===== src/rtl/mmio_dram_gen2_pkg.sv =====
// Shared definitions for the mmio_dram_gen2 memory/IO block.
// Holds the default geometry, the IO window base calculation and the
// positions of the STATUS and TIMER registers, counted down from the
// top of the address space.
package mmio_dram_gen2_pkg;

  localparam int unsigned DefAw   = 8;
  localparam int unsigned DefDw   = 8;
  localparam int unsigned DefNIn  = 2;
  localparam int unsigned DefNOut = 6;

  // STATUS and TIMER are the last two words of the address space.
  localparam int unsigned StatusFromTop = 2;
  localparam int unsigned TimerFromTop  = 1;

  // First IO address. Everything below it is RAM.
  function automatic int unsigned io_base(input int unsigned aw, input int unsigned n_in,
                                          input int unsigned n_out);
    return (32'd1 << aw) - (n_in + n_out + 2);
  endfunction

endpackage


===== src/rtl/mmio_in_sync.sv =====
// One input port: 2-flop synchroniser, change detector and sticky NEW flag.
// Ports:
//   clk_i, rst_ni : clock, asynchronous active-low reset
//   in_i          : asynchronous port value
//   clr_i         : request to clear NEW this edge (a change detected on the
//                   same edge wins)
//   sync_o        : synchronised value (lags in_i by two edges)
//   new_o         : NEW flag
module mmio_in_sync #(
  parameter int unsigned DW = 8
) (
  input  logic          clk_i,
  input  logic          rst_ni,
  input  logic [DW-1:0] in_i,
  input  logic          clr_i,
  output logic [DW-1:0] sync_o,
  output logic          new_o
);

  logic [DW-1:0] sync1_q, sync2_q, prev_q;
  logic          new_q, new_d;

  // Set has priority over clear.
  always_comb begin
    new_d = (sync2_q != prev_q) | (new_q & ~clr_i);
  end

  always_ff @(posedge clk_i or negedge rst_ni) begin
    if (!rst_ni) begin
      sync1_q <= '0;
      sync2_q <= '0;
      prev_q  <= '0;
      new_q   <= 1'b0;
    end else begin
      sync1_q <= in_i;
      sync2_q <= sync1_q;
      prev_q  <= sync2_q;
      new_q   <= new_d;
    end
  end

  assign sync_o = sync2_q;
  assign new_o  = new_q;

endmodule


===== src/rtl/mmio_dram_gen2.sv =====
// Word-addressed RAM with a small memory-mapped IO window at the top.
// Map: RAM [0, IO_BASE), inputs, outputs, STATUS, TIMER.
// Ports:
//   CLK, RST_N : clock, asynchronous active-low reset
//   ADDR, DATA : word address and write data
//   MW, MR     : write enable, consuming-read strobe
//   IN_DATA    : N_IN asynchronous input ports, DW bits each
//   OUT_DATA   : N_OUT output registers, DW bits each
//   OUT_STB    : one-cycle pulse per output after it is written
//   Q          : combinational read data
module mmio_dram_gen2
  import mmio_dram_gen2_pkg::*;
#(
  parameter int unsigned AW    = DefAw,
  parameter int unsigned DW    = DefDw,
  parameter int unsigned N_IN  = DefNIn,
  parameter int unsigned N_OUT = DefNOut
) (
  input  logic                CLK,
  input  logic                RST_N,
  input  logic [AW-1:0]       ADDR,
  input  logic [DW-1:0]       DATA,
  input  logic                MW,
  input  logic                MR,
  input  logic [N_IN*DW-1:0]  IN_DATA,
  output logic [N_OUT*DW-1:0] OUT_DATA,
  output logic [N_OUT-1:0]    OUT_STB,
  output logic [DW-1:0]       Q
);

  localparam int unsigned IO_BASE = io_base(AW, N_IN, N_OUT);
  localparam logic [AW-1:0] IoBaseAddr = AW'(IO_BASE);
  localparam logic [AW-1:0] StatusAddr = AW'((32'd1 << AW) - StatusFromTop);
  localparam logic [AW-1:0] TimerAddr  = AW'((32'd1 << AW) - TimerFromTop);

  if ((N_IN + N_OUT + 2) > (32'd1 << (AW - 1))) begin : g_bad_map
    $error("IO window larger than half the address space");
  end
  if (N_IN < 1 || N_IN > DW || N_OUT < 1 || N_OUT > 32) begin : g_bad_ports
    $error("port count out of range");
  end

  logic [DW-1:0]       mem [IO_BASE];
  logic [DW-1:0]       sync_val [N_IN];
  logic [N_IN-1:0]     new_flag;
  logic [N_IN-1:0]     clr;
  logic [N_OUT-1:0]    out_we;
  logic [N_OUT*DW-1:0] out_q;
  logic [N_OUT-1:0]    stb_q;
  logic [DW-1:0]       timer_q;

  for (genvar i = 0; i < N_IN; i++) begin : g_in
    // Clear by consuming read of the port, or write-1-to-clear via STATUS.
    assign clr[i] = (MR && !MW && ADDR == AW'(IO_BASE + i)) ||
                    (MW && ADDR == StatusAddr && DATA[i]);

    mmio_in_sync #(
      .DW(DW)
    ) u_in_sync (
      .clk_i (CLK),
      .rst_ni(RST_N),
      .in_i  (IN_DATA[i*DW +: DW]),
      .clr_i (clr[i]),
      .sync_o(sync_val[i]),
      .new_o (new_flag[i])
    );
  end

  for (genvar j = 0; j < N_OUT; j++) begin : g_out
    assign out_we[j] = MW && ADDR == AW'(IO_BASE + N_IN + j);
  end

  // RAM contents deliberately survive reset.
  always_ff @(posedge CLK) begin
    if (MW && ADDR < IoBaseAddr) begin
      mem[ADDR] <= DATA;
    end
  end

  always_ff @(posedge CLK or negedge RST_N) begin
    if (!RST_N) begin
      out_q   <= '0;
      stb_q   <= '0;
      timer_q <= '0;
    end else begin
      stb_q <= out_we;
      for (int unsigned j = 0; j < N_OUT; j++) begin
        if (out_we[j]) begin
          out_q[j*DW +: DW] <= DATA;
        end
      end
      // A load replaces the increment for that cycle.
      if (MW && ADDR == TimerAddr) begin
        timer_q <= DATA;
      end else begin
        timer_q <= timer_q + DW'(1);
      end
    end
  end

  always_comb begin
    Q = '0;
    if (ADDR < IoBaseAddr) begin
      Q = mem[ADDR];
    end else if (ADDR == StatusAddr) begin
      Q = DW'(new_flag);
    end else if (ADDR == TimerAddr) begin
      Q = timer_q;
    end else begin
      for (int unsigned i = 0; i < N_IN; i++) begin
        if (ADDR == AW'(IO_BASE + i)) begin
          Q = sync_val[i];
        end
      end
      for (int unsigned j = 0; j < N_OUT; j++) begin
        if (ADDR == AW'(IO_BASE + N_IN + j)) begin
          Q = out_q[j*DW +: DW];
        end
      end
    end
  end

  assign OUT_DATA = out_q;
  assign OUT_STB  = stb_q;

endmodule


===== config.mk =====
export PLATFORM = sky130hd
export DESIGN_NAME = mmio_dram_gen2
export DESIGN_NICKNAME = d
export VERILOG_FILES = /design/src/rtl/mmio_dram_gen2_pkg.sv /design/src/rtl/mmio_in_sync.sv /design/src/rtl/mmio_dram_gen2.sv
export SDC_FILE = /design/constraint.sdc
export NUM_CORES = 2
export LEC_CHECK = 0
export ABC_CLOCK_PERIOD_IN_PS = 5900
export BUFFER_PORTS_ARGS = -buffer_cell sky130_fd_sc_hd__clkbuf_2
export CAP_MARGIN = 20
export CORE_MARGIN = 2
export CORE_UTILIZATION = 56
export CTS_BUF_LIST = sky130_fd_sc_hd__clkbuf_4 sky130_fd_sc_hd__clkbuf_8
export DETAILED_ROUTE_END_ITERATION = 10
export PLACE_DENSITY = 0.78
export SETUP_SLACK_MARGIN = 0.15
export SYNTH_ARGS = -nofsm -noshare
export SYNTH_HDL_FRONTEND = slang
export SYNTH_SLANG_ARGS = --single-unit

===== constraint.sdc =====
create_clock -name CLK -period 5.9 [get_ports CLK]
set_clock_uncertainty 0.15 [all_clocks]
set_input_delay 0.295 -clock CLK [delete_from_list [all_inputs] [get_ports CLK]]
set_output_delay 0.295 -clock CLK [all_outputs]
set_load 0.03 [all_outputs]

==> run_summary.xml <==
<?xml version="1.0" encoding="UTF-8"?>
<metrics>
  <group name="grt">
    <metric name="grt_usage" unit="%">32.1</metric>
    <metric name="grt_pass1_vias" unit="">44300</metric>
    <metric name="grt_first_pass_wirelength" unit="um">331000</metric>
    <metric name="grt_remaining_overflow" unit="">0</metric>
    <metric name="antenna_found_initial" unit="">10</metric>
    <metric name="grt_start_max_net_pins" unit="">210</metric>
  </group>
  <group name="worst_setup_path">
    <metric name="worst_setup_end_kind" unit="">output pin</metric>
    <metric name="crit_fanout" unit="">23</metric>
    <metric name="cp.arrival" unit="ps">4740</metric>
    <metric name="critPathKind" unit="">input pin to output pin</metric>
    <metric name="cp_data_required_time" unit="ps">5450</metric>
    <metric name="start_kind" unit="">input pin</metric>
  </group>
  <group name="detailed_routing">
    <metric name="drt.antenna.violating_nets" unit="">0</metric>
    <metric name="detail_route.first_pass.iterations" unit="">10</metric>
    <metric name="drt-initial-drc-count" unit="">8256</metric>
    <metric name="detail_route.wl_per_cell" unit="um">36.3</metric>
    <metric name="num_vias" unit="">45300</metric>
    <metric name="route.detailed.vias_per_inst" unit="">6.97</metric>
    <metric name="route.detailed.drc" unit="">6</metric>
    <metric name="finalWirelength" unit="um">236000</metric>
  </group>
  <group name="pwr">
    <metric name="p_leak" unit="nW">29.3</metric>
    <metric name="post-layout-total-power" unit="W">0.0297</metric>
    <metric name="vdd.ir_drop.worst" unit="mV">0.192</metric>
    <metric name="pwr_density_cell" unit="nW/um^2">326</metric>
  </group>
  <group name="finish">
    <metric name="post-route-util" unit="%">63.3</metric>
    <metric name="drive_above_1_share" unit="%">28.6</metric>
    <metric name="areaGrowthSynthToFinish" unit="%">12.2</metric>
    <metric name="post-route-cell-area" unit="sq um">91000</metric>
    <metric name="fin_nets" unit="">4399</metric>
    <metric name="number_of_inserted_filler_cells_in_the_final_layout" unit="">9339</metric>
  </group>
  <group name="synth">
    <metric name="yosys-top-cells-area" unit="">sky130_fd_sc_hd__edfxtp_1, sky130_fd_sc_hd__mux4_2, sky130_fd_sc_hd__dfrtp_1, sky130_fd_sc_hd__nor2_1, sky130_fd_sc_hd__mux2_2</metric>
    <metric name="post_synth_edffs" unit="">1968</metric>
    <metric name="synth_area_per_cell" unit="sq um">20.4</metric>
    <metric name="yosysWarningCount" unit="">0</metric>
    <metric name="number_of_different_library_cells_in_the_post_synthesis_netlist" unit="">77</metric>
    <metric name="synth_seq_area_share" unit="%">76.4</metric>
    <metric name="syn-instance-count" unit="">3973</metric>
    <metric name="yosys_register_bits" unit="">2080</metric>
    <metric name="synth_top_cell_area_share" unit="%">72.9</metric>
    <metric name="synthMostInstantiatedCell" unit="">sky130_fd_sc_hd__edfxtp_1</metric>
    <metric name="async_reset_ff_share" unit="%">5.38</metric>
    <metric name="syn_nets" unit="">4010</metric>
    <metric name="netlist.top_cell.by_area" unit="">sky130_fd_sc_hd__edfxtp_1</metric>
    <metric name="synthTopCellsByCount" unit="">sky130_fd_sc_hd__edfxtp_1, sky130_fd_sc_hd__mux4_2, sky130_fd_sc_hd__nor2_1</metric>
    <metric name="ys_dominant_reg_cell" unit="">sky130_fd_sc_hd__edfxtp_1</metric>
    <metric name="post_synth_instance_area" unit="sq um">81100</metric>
  </group>
  <group name="clock_network">
    <metric name="cts_root_buf" unit="">sky130_fd_sc_hd__clkbuf_8</metric>
    <metric name="cts_num_sinks" unit="">2080</metric>
    <metric name="post_cts_repair_setup_buffers" unit="">0</metric>
    <metric name="postCtsHoldBufs" unit="">45</metric>
    <metric name="cts_resized" unit="">0</metric>
    <metric name="clk-insertion-delay-late" unit="ps">1020</metric>
    <metric name="cts-buffers-inserted" unit="">326</metric>
    <metric name="ctsHtreeMaxLevel" unit="">5</metric>
    <metric name="cts_tree" unit="">done</metric>
    <metric name="clock_tree.buffer_depth" unit="">4</metric>
    <metric name="clk_pin_slew" unit="ps">60</metric>
  </group>
  <group name="sta">
    <metric name="timing_max_transition_violations_final" unit="">0</metric>
    <metric name="report.final.hold_viol_count" unit="">0</metric>
    <metric name="timing.slew.headroom" unit="%">12.9</metric>
    <metric name="finalCritPeriodShare" unit="%">87.8</metric>
    <metric name="achievable-frequency" unit="GHz">0.193</metric>
    <metric name="fin_setup_tns" unit="ps">0</metric>
    <metric name="setup_repair_after_global_routing_missed_its_margin" unit="">false</metric>
    <metric name="finalWorstPathRequiredPeriod" unit="ps">5180</metric>
    <metric name="tightestPinTransition" unit="ps">1310</metric>
    <metric name="final_setup_viols" unit="">0</metric>
  </group>
  <group name="run">
    <metric name="max_capacitance_violation_total" unit="">0</metric>
  </group>
  <group name="floorplanning">
    <metric name="die_w" unit="um">384</metric>
    <metric name="floorplan.die_area" unit="sq um">148000</metric>
    <metric name="core_area" unit="sq um">144000</metric>
    <metric name="die_height" unit="um">384</metric>
    <metric name="num_io_pins" unit="">98</metric>
    <metric name="rows" unit="">139</metric>
    <metric name="start_util" unit="%">56.4</metric>
  </group>
  <group name="place">
    <metric name="port_buffers" unit="">97</metric>
    <metric name="placed_cell_areas" unit="sq um">84400</metric>
    <metric name="detailedPlacementHpwl" unit="um">149000</metric>
    <metric name="gp_congestion" unit="">1.04</metric>
  </group>
  <group name="run_status">
    <metric name="outcome" unit="">finished, violations left</metric>
    <metric name="violations" unit="">design-rule violations</metric>
  </group>
  <group name="worst_hold_path">
    <metric name="hold_path.class" unit="">input pin to register</metric>
  </group>
</metrics>
layout by cell type (no fill, tap or decap), types with 18 or more instances in the layout:
| cell type | n |
|---|---|
| sky130_fd_sc_hd__clkbuf_4 | 86 |
| sky130_fd_sc_hd__dlygate4sd3_1 | 44 |
| sky130_fd_sc_hd__nor3_1 | 24 |
| sky130_fd_sc_hd__a211oi_1 | 18 |
| sky130_fd_sc_hd__clkbuf_8 | 346 |
| sky130_fd_sc_hd__clkbuf_2 | 84 |
| sky130_fd_sc_hd__clkinv_1 | 74 |
| sky130_fd_sc_hd__mux4_2 | 464 |
| sky130_fd_sc_hd__a22oi_1 | 94 |
| sky130_fd_sc_hd__xor2_1 | 19 |
| sky130_fd_sc_hd__mux2_2 | 72 |
| sky130_fd_sc_hd__edfxtp_1 | 1968 |
| sky130_fd_sc_hd__o22ai_1 | 20 |
| sky130_fd_sc_hd__nand4_1 | 31 |
| sky130_fd_sc_hd__dfrtp_1 | 112 |
| sky130_fd_sc_hd__buf_12 | 24 |
| sky130_fd_sc_hd__buf_4 | 146 |
| sky130_fd_sc_hd__a21oi_1 | 71 |
| sky130_fd_sc_hd__nand3_1 | 73 |
| sky130_fd_sc_hd__a221oi_1 | 24 |
| sky130_fd_sc_hd__o21ai_0 | 29 |
| sky130_fd_sc_hd__mux2i_1 | 80 |
| sky130_fd_sc_hd__nand2_1 | 81 |
| sky130_fd_sc_hd__clkinv_2 | 44 |
| sky130_fd_sc_hd__nor2_1 | 309 |
cells by family after synthesis:
group	share of synthesized area (%)
AO/OA/AOI/OAI	3.13
XOR/XNOR	0.238
AND/OR/NAND/NOR	3.67
adder cells (fa/ha/maj)	0.0154
multiplexers	15.0
buffers and inverters	1.61
flip-flops	76.4
report_power, final:
part           leakage (nW)  total (W)  internal, W  switching [W]
sequential             19.1     0.0163       0.0162      0.0000740
clock                  3.23     0.0116      0.00614        0.00547
combinational          6.98    0.00176     0.000569        0.00119
total                  29.3     0.0297       0.0230        0.00674
stage by stage:
stage / setup slack [ps] / hold slack, ps / std cells
2_1_floorplan: 2610 / -151 / 3973
3_3_place_gp: 1110 / 145 / 5891
3_5_place_dp: 1030 / 147 / 5891
4_1_cts: 1030 / 114 / 6490
5_1_grt: 771 / 185 / 6494
6_report: 718 / 196 / 6504
sequential cells by signal (all words and copies together), names as in the netlist:
signal,count
timer_q,8
g_in.u_in_sync.new_o,2
OUT_DATA,48
mem,1968
OUT_STB,6
g_in.u_in_sync.sync1_q,16
g_in.u_in_sync.sync_o,16
g_in.u_in_sync.prev_q,16
layer usage:
metal  vias to the layer above  wire, um  GRT usage, %
met5                         -        47             0
met4                         6     15000          16.8
met3                       886     37500          11.6
met2                      4221    105000          46.5
met1                     22900     78600          43.2
li1                      17300         -             -
path summary, 6_finish.rpt:
| check | to | slack [ps] | start | depth (start not counted) |
|---|---|---|---|---|
| worst max-delay path | Q[4] | 720 | ADDR[5] | 11 |
| worst min-delay path | OUT_STB[3]$_DFF_PN0_ | 200 | ADDR[0] | 4 |
| worst max register to register | g_in[1].u_in_sync.new_o$_DFF_PN0_ | 4310 | g_in[1].u_in_sync.sync_o[7]$_DFF_PN0_ | 3 |
| worst min register to register | g_in[1].u_in_sync.sync_o[7]$_DFF_PN0_ | 200 | g_in[1].u_in_sync.sync1_q[7]$_DFF_PN0_ | 0 |
| max in group asynchronous | g_in[0].u_in_sync.sync1_q[7]$_DFF_PN0_ | 4470 | RST_N | 4 |
| min in group asynchronous | timer_q[4]$_DFF_PN0_ | 250 | RST_N | 4 |
final cells by class:
class	count	area (sq um)	share of cell area, %
diodes	13	32.5	0.0358
clock buffers	428	5350	5.88
clock inverters	126	704	0.774
inverters	11	42.5	0.0468
multi-input cells	1634	18000	19.8
flip-flops and latches	2080	61900	68.0
well taps	1903	2380	2.62
repair buffers	309	2580	2.83
critical path: stages:
cell,delay [ps]
sky130_fd_sc_hd__clkbuf_2,590
sky130_fd_sc_hd__buf_4,360
sky130_fd_sc_hd__and4b_1,850
sky130_fd_sc_hd__nand2_1,300
sky130_fd_sc_hd__o31ai_1,840
sky130_fd_sc_hd__a31oi_1,90
sky130_fd_sc_hd__nand4_1,230
sky130_fd_sc_hd__nor4bb_1,100
sky130_fd_sc_hd__buf_4,150
sky130_fd_sc_hd__o21ai_0,560
sky130_fd_sc_hd__clkbuf_2,330
(Power assumes the default switching activity.)
